[config.mk]
export PLATFORM = sky130hd
export DESIGN_NAME = led_pattern_ctrl
export DESIGN_NICKNAME = d
export VERILOG_FILES = /design/src/rtl/led_pattern_ctrl.sv
export SDC_FILE = /design/constraint.sdc
export NUM_CORES = 1
export LEC_CHECK = 0
export BUFFER_PORTS_ARGS = -buffer_cell sky130_fd_sc_hd__buf_2
export CAP_MARGIN = 25
export CORE_MARGIN = 2
export CORE_UTILIZATION = 50
export DETAILED_ROUTE_END_ITERATION = 10
export PLACE_DENSITY = 0.71
export REMOVE_ABC_BUFFERS = 1
export SYNTH_ARGS = -nofsm -noshare
export SYNTH_HDL_FRONTEND = slang
export SYNTH_SLANG_ARGS = --single-unit
[constraint.sdc]
create_clock -name clk -period 1.7 [get_ports clk]
set_clock_uncertainty 0.15 [all_clocks]
set_input_delay 0.255 -clock clk [delete_from_list [all_inputs] [get_ports clk]]
set_output_delay 0.255 -clock clk [all_outputs]
set_load 0.005 [all_outputs]
[src/rtl/led_pattern_ctrl.sv]
// ---------------------------------------------------------------------------
// led_pattern_ctrl
//
// Drives an 8-LED bar from the position of an upstream mod-8 down counter.
// A debounced push-button steps the display mode through
// SINGLE -> INVERT -> FILL -> BLINK -> SINGLE. In BLINK mode the whole bar
// toggles on every counter wrap (0 -> 7). A pause input freezes the LED
// output while everything else keeps running.
//
// Ports
//   clk         system clock, rising edge
//   reset       asynchronous, active-high reset
//   count_in    [2:0] counter position, synchronous to clk
//   mode_btn    raw, bouncing push-button (1 = pressed)
//   pause       1 = hold the current LED value
//   led         [7:0] registered LED drive (1 = lit)
//   mode        [1:0] registered display mode
//   step_pulse  one-cycle strobe in the cycle after count_in changed
// ---------------------------------------------------------------------------
module led_pattern_ctrl #(
    parameter int DEBOUNCE_CYCLES = 16
) (
    input  logic       clk,
    input  logic       reset,
    input  logic [2:0] count_in,
    input  logic       mode_btn,
    input  logic       pause,
    output logic [7:0] led,
    output logic [1:0] mode,
    output logic       step_pulse
);

    localparam logic [1:0] MODE_SINGLE = 2'd0;
    localparam logic [1:0] MODE_INVERT = 2'd1;
    localparam logic [1:0] MODE_FILL   = 2'd2;
    localparam logic [1:0] MODE_BLINK  = 2'd3;

    localparam logic [15:0] DB_LAST = 16'(DEBOUNCE_CYCLES - 1);

    logic [1:0]  sync_reg;
    logic        btn_db_reg;
    logic        btn_db_next;
    logic        btn_db_d_reg;
    logic [15:0] db_cnt_reg;
    logic [15:0] db_cnt_next;
    logic [1:0]  mode_reg;
    logic [2:0]  count_prev_reg;
    logic        step_pulse_reg;
    logic        blink_phase_reg;
    logic [7:0]  led_reg;
    logic [7:0]  led_next;
    logic [7:0]  single_pat;
    logic [7:0]  fill_pat;
    logic        btn_rise;
    logic        wrap;

    // Two-flop synchronizer; sync_reg[1] is the only button copy used below.
    always_ff @(posedge clk or posedge reset) begin
        if (reset) begin
            sync_reg <= 2'b00;
        end else begin
            sync_reg <= {sync_reg[0], mode_btn};
        end
    end

    // The counter runs only while the synchronized level disagrees with the
    // accepted level; any agreeing cycle drops it back to zero, so only an
    // uninterrupted run of DEBOUNCE_CYCLES differing clocks flips btn_db.
    always_comb begin
        btn_db_next = btn_db_reg;
        db_cnt_next = 16'd0;
        if (sync_reg[1] != btn_db_reg) begin
            if (db_cnt_reg == DB_LAST) begin
                btn_db_next = sync_reg[1];
            end else begin
                db_cnt_next = db_cnt_reg + 16'd1;
            end
        end
    end

    always_ff @(posedge clk or posedge reset) begin
        if (reset) begin
            btn_db_reg   <= 1'b0;
            btn_db_d_reg <= 1'b0;
            db_cnt_reg   <= 16'd0;
        end else begin
            btn_db_reg   <= btn_db_next;
            btn_db_d_reg <= btn_db_reg;
            db_cnt_reg   <= db_cnt_next;
        end
    end

    assign btn_rise = btn_db_reg & ~btn_db_d_reg;

    // Counter wrap: previous position 0, current position 7.
    assign wrap = (count_prev_reg == 3'd0) && (count_in == 3'd7);

    // Per-bit pattern terms for the one-hot and fill displays.
    generate
        for (genvar gi = 0; gi < 8; gi++) begin : g_pat
            assign single_pat[gi] = (count_in == 3'(gi));
            assign fill_pat[gi]   = (3'(gi) >= count_in);
        end
    endgenerate

    // led is built from the mode/blink_phase values present before this
    // edge, so a mode change shows up one edge after the mode register moves.
    always_comb begin
        led_next = led_reg;
        if (!pause) begin
            case (mode_reg)
                MODE_SINGLE: led_next = single_pat;
                MODE_INVERT: led_next = ~single_pat;
                MODE_FILL:   led_next = fill_pat;
                MODE_BLINK:  led_next = blink_phase_reg ? 8'hFF : 8'h00;
                default:     led_next = 8'h00;
            endcase
        end
    end

    always_ff @(posedge clk or posedge reset) begin
        if (reset) begin
            mode_reg        <= MODE_SINGLE;
            count_prev_reg  <= 3'd0;
            step_pulse_reg  <= 1'b0;
            blink_phase_reg <= 1'b0;
            led_reg         <= 8'h00;
        end else begin
            if (btn_rise) begin
                mode_reg <= mode_reg + 2'd1;
            end
            count_prev_reg <= count_in;
            step_pulse_reg <= (count_in != count_prev_reg);
            if (wrap) begin
                blink_phase_reg <= ~blink_phase_reg;
            end
            led_reg <= led_next;
        end
    end

    assign led        = led_reg;
    assign mode       = mode_reg;
    assign step_pulse = step_pulse_reg;

endmodule

==> out/results.txt, run 1 <==
Initial Util: 53.26%
Max IR drop VDD: 449.1 uV
Slew @ Worst Pin: 0.4412 ns
TritonCTS buffer count: 5
RSZ-0062 raised after global routing: true
Met1 wire length: 1526 um
Clock Sink Count: 35
Max Clk Rate: 579.1 MHz
Hold Path End: count_prev_reg[0]
Ports: 18
Synth-to-Final Area Change: 27.24%
Final Cycle Share: 101.6%
Failing checks: setup timing
Kind of critical path: register to register
Die Height: 64.32 um
Most frequent cells in the layout: dfrtp_1, buf_4, xnor2_1, buf_2, nor2_1
CTS Buffer Depth: 2
Global-route wire length before repair: 6354 um
Setup TNS: -0.02696 ns
Final Hold Violating Endpoints: 0
Syn_area_per_cell: 10.16 um2
Final setup margin: -0.02696 ns
Vias/cell: 5.547
DR WL/cell: 14.36 um
DRT iter0 DRCs: 65
CP Data Arrival Time: 1.81 ns
Die Area: 4137 um2
Largest net degree at the start of global routing: 36
Final wirelength: 3805 um
Reg area: 877.1 um2
GPL Wtd Cong: 0.8709
Status: finished, violations left
DRC: 0
Sequential-to-total area share from yosys stat: 48.14%
Min-delay src: count_in[0]
Post-Syn Instances: 179
Async SR Flop Fraction: 100.0%
Top sig layer: met4
Clk Latency, worst-skew pair: 0.34 ns
Max-cap violations: 0
PwrDens: 691.3 nW/um2
Leakage: 0.0009744 uW
Met2 WL post-DR: 1991 um
Footprint of the multi-input gates: 1008 um2
Worst Path Required: 1.78 ns
Met3 routed WL: 180 um
Clock-pin slew on the worst setup and hold paths: 0.10 ns
GR Util All Layers: 20.00%
Yosys warns: 0
Initial antenna violation count: 0
Worst-case reg-to-reg path depth: 4
Crit-path max FO: 4
Root buffer cell: clkbuf_4
Max FFs per register: 16
Commonest non-fill, non-tap cell in the layout: dfrtp_1
Yosys cell types: 38
Fraction of layout cells with a size suffix above 1: 33.79%
Crit start category: register
Reg2reg start: db_cnt_reg[1]
Slew Viols, Final: 0
Vias in the first global route: 1407
Post-Synthesis Cell Area: 1819 um2
Routed via count: 1470
Die X-Extent: 64.32 um
Cell Rows: 21
Fillers: 271
Final setup vio count: 1
Hold path depth: 1
Port Buf Inserts: 17
Reg2reg end: btn_db_reg
CTS tree: done
Final net count: 230
Setup slack, reg-to-reg: -0.03 ns
WHS: 0.03705 ns
Most used DFF post-synth: dfrtp_1
Core area: 3416 um2
DR pass1 iterations: 4
Detailed Place HPWL: 2548 um
Slew HR: 70.48%
GR Overflow Total: 0
H-tree depth: 2
Synthesized flop and latch total: 35
Post-synth EDFFs: 0
Minimum clock period after layout: 1.727 ns
# diodes: 0
Worst setup EP type: register
Final ANT Viol Nets: 0
Worst Hold Class: primary input to register
how the worst max path moves through the flow:
stage               cells after the start     startpoint        endpoint  slack [ns]
global route                            4  db_cnt_reg[1]      btn_db_reg       -0.09
detailed placement                      5  db_cnt_reg[1]  db_cnt_reg[13]      -0.009
floorplan                               6        mode[0]          led[5]       -0.03
CTS                                     5  db_cnt_reg[1]   db_cnt_reg[6]       -0.01
finish                                  4  db_cnt_reg[1]      btn_db_reg       -0.03
global placement                        5  db_cnt_reg[1]   db_cnt_reg[2]        0.03
layout make-up:
type	count	area share, %
timing repair buffer	39	11.95
multi-input combinational	130	43.57
inverter	7	1.135
clock buffer	8	2.973
tap	46	2.486
sequential	35	37.89
through the flow:
| stage | worst slack (ns) | power (uW) | utilization [%] | instances | cell area, um2 |
|---|---|---|---|---|---|
| after floorplan | -0.02527 | 998.2 | - | 171 | 1778 |
| after global placement | 0.02686 | 1062 | 59.52 | 249 | 2033 |
| after detailed placement | -0.009324 | 1068 | 59.52 | 249 | 2033 |
| final | -0.02696 | 1600 | 67.77 | 265 | 2315 |
| after global routing | -0.09002 | 1674 | 67.77 | 265 | 2315 |
| after CTS | -0.01019 | 1598 | 62.67 | 260 | 2141 |
cell families (layout without fill, tap and decap cells):
logic type	after synthesis	count (layout)	synth area share (%)
compound gates	28	28	9.905
xor+xnor	20	20	9.628
fa+ha+maj	5	5	3.439
buf+inv	15	54	3.714
flops	35	35	48.14
mux	3	3	1.788
simple gates	73	74	23.38
power by group:
part | internal, uW | switching (uW)
Clock | 243 | 273
Combinational | 78.0 | 94.1
Sequential | 870 | 41.6
routing by layer:
layer | vias up | track usage, %
met5 | - | 0
met4 | 0 | 11.70
met3 | 12 | 4.225
met2 | 46 | 35.16
met1 | 706 | 22.15
li1 | 706 | -
cells in the mapped netlist, types with 3 or more instances:
cell       n  area share [%]
ha_1       5             3.4
xor2_1     4             1.9
inv_1      7             1.4
a32o_1     3             1.7
nor4_1     4             1.4
nor4_2     4             2.8
nand2b_1   4             1.4
nand2_1   12             2.5
xnor2_1   16             7.7
buf_2      3            0.83
dfrtp_1   35              48
nor3_1     6             1.7
o21ai_0    8             2.2
clkbuf_1   3            0.62
nor2_1    21             4.3
nand3_1    8             2.2
a21oi_1    8             2.2
critical path, stage by stage (launching register included):
cell and delay [ns]:
dfrtp_1 0.44, ha_4 0.17, and3_4 0.19, nand4_1 0.27, mux2_4 0.39
repair_timing:
| item | 4_1_cts | 5_1_grt |
|---|---|---|
| endpoints found under the hold margin | 37 | 0 |
| setup endpoints to repair | 18 | 22 |
| hold buffers | 3 | 0 |
| resized for setup | 3 | 28 |
| setup buffers | 0 | 4 |
| pin swaps | 0 | 17 |
| gates cloned | 0 | 1 |
Note: power is estimated with default switching activity, not from simulation.
==> inputs of run 2 (changes only) <==
CTS_BUF_LIST = sky130_fd_sc_hd__clkbuf_16   (was not set)
==> run 2 against run 1 <==
  * Count of clock-buffer cells in the layout is 3 lower
  * Non-clock buffer count down 1
  * Via count decreased by 0.54%
  * Critical path depth is 1 lower
  * The flow now finishes without violations
  * Register-to-register slack improved by 0.03 ns
  * Maximum frequency is 2.0% higher
  * Die area unchanged
  * Sequential power barely moved
  * Largest power group unchanged
  * Sequential cell count unchanged
  * Highest routed layer unchanged
  * Core utilization decreased by 0.15 points
  * Total power rose by 20%
==> out/results.txt, run 2 (synthesis gave the netlist of run 1 again) <==
Fillers: 273
Worst setup EP type: register
DR pass1 iterations: 4
DRT iter0 DRCs: 68
Worst Hold Class: primary input to register
Final ANT Viol Nets: 0
CP Data Arrival Time: 1.70 ns
Max IR drop VDD: 747.6 uV
Slew Viols, Final: 0
Ports: 18
Max-cap violations: 0
Reg area: 875.8 um2
Final Hold Violating Endpoints: 0
Final Cycle Share: 99.63%
Pre-CTS setup slack: -0.009324 ns
RSZ-0062 raised after global routing: true
Core area: 3416 um2
CTS tree: done
TritonCTS buffer count: 5
Post-route cell area: 2310 um2
GR Overflow Total: 0
CTS Buffer Depth: 2
Status: completed
Detailed Place HPWL: 2548 um
DR WL/cell: 15.00 um
GPL Wtd Cong: 0.8709
Routed via count: 1462
Finished Layout Cells: 264
Leakage: 0.001024 uW
Crit start category: register
PwrDens: 834.0 nW/um2
Initial antenna violation count: 0
Vias/cell: 5.538
H-tree depth: 2
Most frequent cells in the layout: dfrtp_1, nor2_1, buf_4
Slew @ Worst Pin: 0.4290 ns
Global-route wire length before repair: 6520 um
Clk Latency, worst-skew pair: 0.28 ns
# diodes: 0
Max Clk Rate: 590.4 MHz
Clock-pin slew on the worst setup and hold paths: 0.05 ns
Cell Rows: 21
Inst Count DP: 249
Final net count: 229
Initial Util: 53.26%
Crit-path max FO: 4
Final wirelength: 3959 um
Commonest non-fill, non-tap cell in the layout: dfrtp_1
Die Height: 64.32 um
Placement Cell Area: 2033 um2
Port Buf Inserts: 17
GR Util All Layers: 20.73%
Root buffer cell: clkbuf_16
Worst Path Required: 1.71 ns
Final setup margin: 0.006240 ns
Clock Sink Count: 35
Kind of critical path: register to register
Die Area: 4137 um2
Synth-to-Final Area Change: 26.96%
Max FFs per register: 16
DRC: 0
Footprint of the multi-input gates: 965.9 um2
Slew HR: 71.40%
Vias in the first global route: 1422
Die X-Extent: 64.32 um
Final setup vio count: 0
Largest net degree at the start of global routing: 36
Minimum clock period after layout: 1.694 ns
Fraction of layout cells with a size suffix above 1: 29.36%
-- run 2: changes by cell type in the layout (fill, tap and decap cells not counted), moves of 3 or more --
cell       previous run  this run
clkbuf_16             0         5
inv_1                 5         8
ha_4                  4         1
nor2_1               14        20
clkbuf_4              5         0
ha_2                  0         3
nor2_2                5         1
-- run 2: per-stage QoR --
| step | total power (uW) | hold slack (ns) | util [%] | TNS [ns] |
|---|---|---|---|---|
| 3_3_place_gp | 1062 | 0.1842 | 59.52 | 0 |
| 6_report | 1926 | 0.06901 | 67.62 | 0 |
| 5_1_grt | 1999 | 0.07220 | 67.62 | -0.7267 |
| 4_1_cts | 1935 | 0.06249 | 64.18 | -0.2134 |
| 3_5_place_dp | 1068 | 0.1913 | 59.52 | -0.04515 |
| 2_1_floorplan | 998.2 | 0.1364 | - | -0.02527 |
-- run 2: per-layer routing --
metal | global-route usage, % | routed length [um] | vias to the layer above | part of all wire [%]
met5 | 0 | 0 | - | 0
met1 | 22.65 | 1556 | 702 | 39
li1 | - | - | 706 | -
met3 | 5.282 | 193 | 12 | 4.9
met4 | 10.37 | 115 | 0 | 2.9
met2 | 36.98 | 2093 | 42 | 53
-- run 2: repair_timing --
action	CTS	global route
hold buffers	2	0
hold endpoints to repair	36	0
pin swaps	0	3
setup buffers	0	4
cloned	0	1
setup endpoints to repair	16	22
gates resized for setup	1	16
-- run 2: area by class of cell --
cell class	count	area share (%)
Multi-Input combinational cell	130	41.82
Sequential cell	35	37.92
Timing Repair Buffer	38	10.73
Clock buffer	5	5.417
Tap cell	46	2.492
Inverter	7	1.138
Clock inverter	3	0.4875
-- run 2: where the power goes --
group	switching [uW]	total, uW	internal [uW]	leakage [uW]
clock	323	849	526	0.0000701
sequential	41.4	914	872	0.000463
combinational	89.6	164	74.0	0.000490
-- run 2: final timing paths --
kind | endpoint | cells past startpoint | start | slack, ns
worst min register to register | sync_reg[1] | 0 | sync_reg[0] | 0.20
worst min-delay path | count_prev_reg[1] | 1 | count_in[1] | 0.07
worst max-delay path | btn_db_reg | 3 | db_cnt_reg[12] | 0.006
min in group asynchronous | sync_reg[1] | 4 | reset | 0.46
worst max register to register | btn_db_reg | 3 | db_cnt_reg[12] | 0.006
max in group asynchronous | led[0] | 4 | reset | 0.63
-- run 2: worst max-delay path, cell delays in order (launching register included) --
cell and delay (ns):
dfrtp_1 0.40, nor4_2 0.31, nand4_1 0.32, mux2_4 0.39
==> inputs of run 3 (changes only) <==
CAP_MARGIN = 10   (was 25)
SETUP_SLACK_MARGIN = 0.02   (was not set)
==> run 3 against run 2 <==
  * Hold slack gained 0.0022 ns
  * Total power grew 0.11%
  * Critical path depth grew 3
  * Maximum frequency grew 2.3%
  * Critical endpoint is now led[4]
  * Largest cell class unchanged
  * Largest power group unchanged
==> out/results.txt, run 3 (synthesis gave the netlist of run 1 again) <==
CTS tree: done
Slew @ Worst Pin: 0.4260 ns
Vias/cell: 5.473
DRT iter0 DRCs: 89
Clock-pin slew on the worst setup and hold paths: 0.05 ns
GR Util All Layers: 20.77%
Leakage: 0.0009950 uW
CP Data Arrival Time: 1.66 ns
Overall power: 1929 uW
Root buffer cell: clkbuf_16
Ports: 18
Met3 routed WL: 176 um
Die Area: 4137 um2
Commonest non-fill, non-tap cell in the layout: dfrtp_1
DR WL/cell: 14.62 um
Worst setup EP type: register
Initial antenna violation count: 0
Worst Hold Class: primary input to register
RSZ-0062 raised after global routing: true
# diodes: 0
CTS Buffer Depth: 2
GPL Wtd Cong: 0.8709
Port Buf Inserts: 17
Met1 wire length: 1511 um
Initial Util: 53.26%
Final Cycle Share: 97.43%
GR Overflow Total: 0
Largest net degree at the start of global routing: 36
Status: completed
Worst Path Required: 1.70 ns
Final wirelength: 3831 um
Most frequent cells in the layout: dfrtp_1, nor2_1, buf_2, buf_4, xnor2_1
Max Clk Rate: 603.7 MHz
WHS: 0.07123 ns
DR pass1 iterations: 4
Crit-path max FO: 5
Slew HR: 71.60%
H-tree depth: 2
Max IR drop VDD: 747.7 uV
Crit start category: register
TritonCTS buffer count: 5
Minimum clock period after layout: 1.656 ns
Routed via count: 1434
Final net count: 227
Clk Latency, worst-skew pair: 0.28 ns
Final ANT Viol Nets: 0
Die X-Extent: 64.32 um
Vias in the first global route: 1425
Finished Layout Cells: 262
Slew Viols, Final: 0
Setup TNS: 0 ns
Met2 WL post-DR: 2030 um
PwrDens: 834.1 nW/um2
DRC: 0
Final setup vio count: 0
Max-cap violations: 0
Top sig layer: met4
Global-route wire length before repair: 6520 um
Final Hold Violating Endpoints: 0
Max FFs per register: 16
Synth-to-Final Area Change: 27.10%
Detailed Place HPWL: 2548 um
Clock Sink Count: 35
Inst Count DP: 249
Core area: 3416 um2
Kind of critical path: register to register
Fraction of layout cells with a size suffix above 1: 29.17%
Fin util: 67.69%
Die Height: 64.32 um
Cell Rows: 21
## run 3: critical path, cell delays in order, from the launching register on
cell      delay, ns
dfrtp_2        0.45
ha_4           0.19
buf_12         0.12
nor2_4         0.14
nor2_1         0.07
a211oi_1       0.29
a21oi_1        0.11
## run 3: worst paths after layout
path                        startpoint           endpoint  slack, ns  depth (start not counted)
max                            mode[1]             led[4]       0.04                          6
min                        count_in[1]  count_prev_reg[1]       0.07                          1
max reg2reg                    mode[1]             led[4]       0.04                          6
min reg2reg                sync_reg[0]        sync_reg[1]       0.20                          0
max in group asynchronous        reset            mode[1]       0.62                          4
min in group asynchronous        reset        sync_reg[1]       0.46                          4
## run 3: per-layer routing
metal | GRT usage [%] | vias up
li1 | - | 699
met1 | 22.54 | 686
met2 | 36.72 | 38
met3 | 5.458 | 11
met4 | 11.17 | 0
met5 | 0 | -
## run 3: area by class of cell
cell class / count / area, um2
multi-input combinational: 129 / 962.2
fill: 271 / 1104
inverter: 7 / 26.28
clock inverter: 3 / 11.26
sequential: 35 / 877.1
tap: 46 / 57.56
clock buffer: 5 / 125.1
timing repair buffer: 37 / 252.7
## run 3: stage by stage
step           setup slack (ns)  cell area [um2]
2_1_floorplan          -0.02527             1778
3_3_place_gp            0.02686             2033
3_5_place_dp          -0.009324             2033
4_1_cts                 0.02093             2222
5_1_grt                -0.02969             2312
6_report                0.04366             2312
## run 3: power breakdown
group | internal [uW] | switching (uW) | leakage, uW
combinational | 72.9 | 89.5 | 0.000463
clock | 526 | 325 | 0.0000701
sequential | 872 | 42.8 | 0.000462
## run 3: timing repair
item,in CTS,in global routing
gates resized for setup,7,12
endpoints found under the hold margin,36,0
setup buffers,0,3
setup endpoints to repair,18,22
hold buffers,2,0
pin swaps,0,2
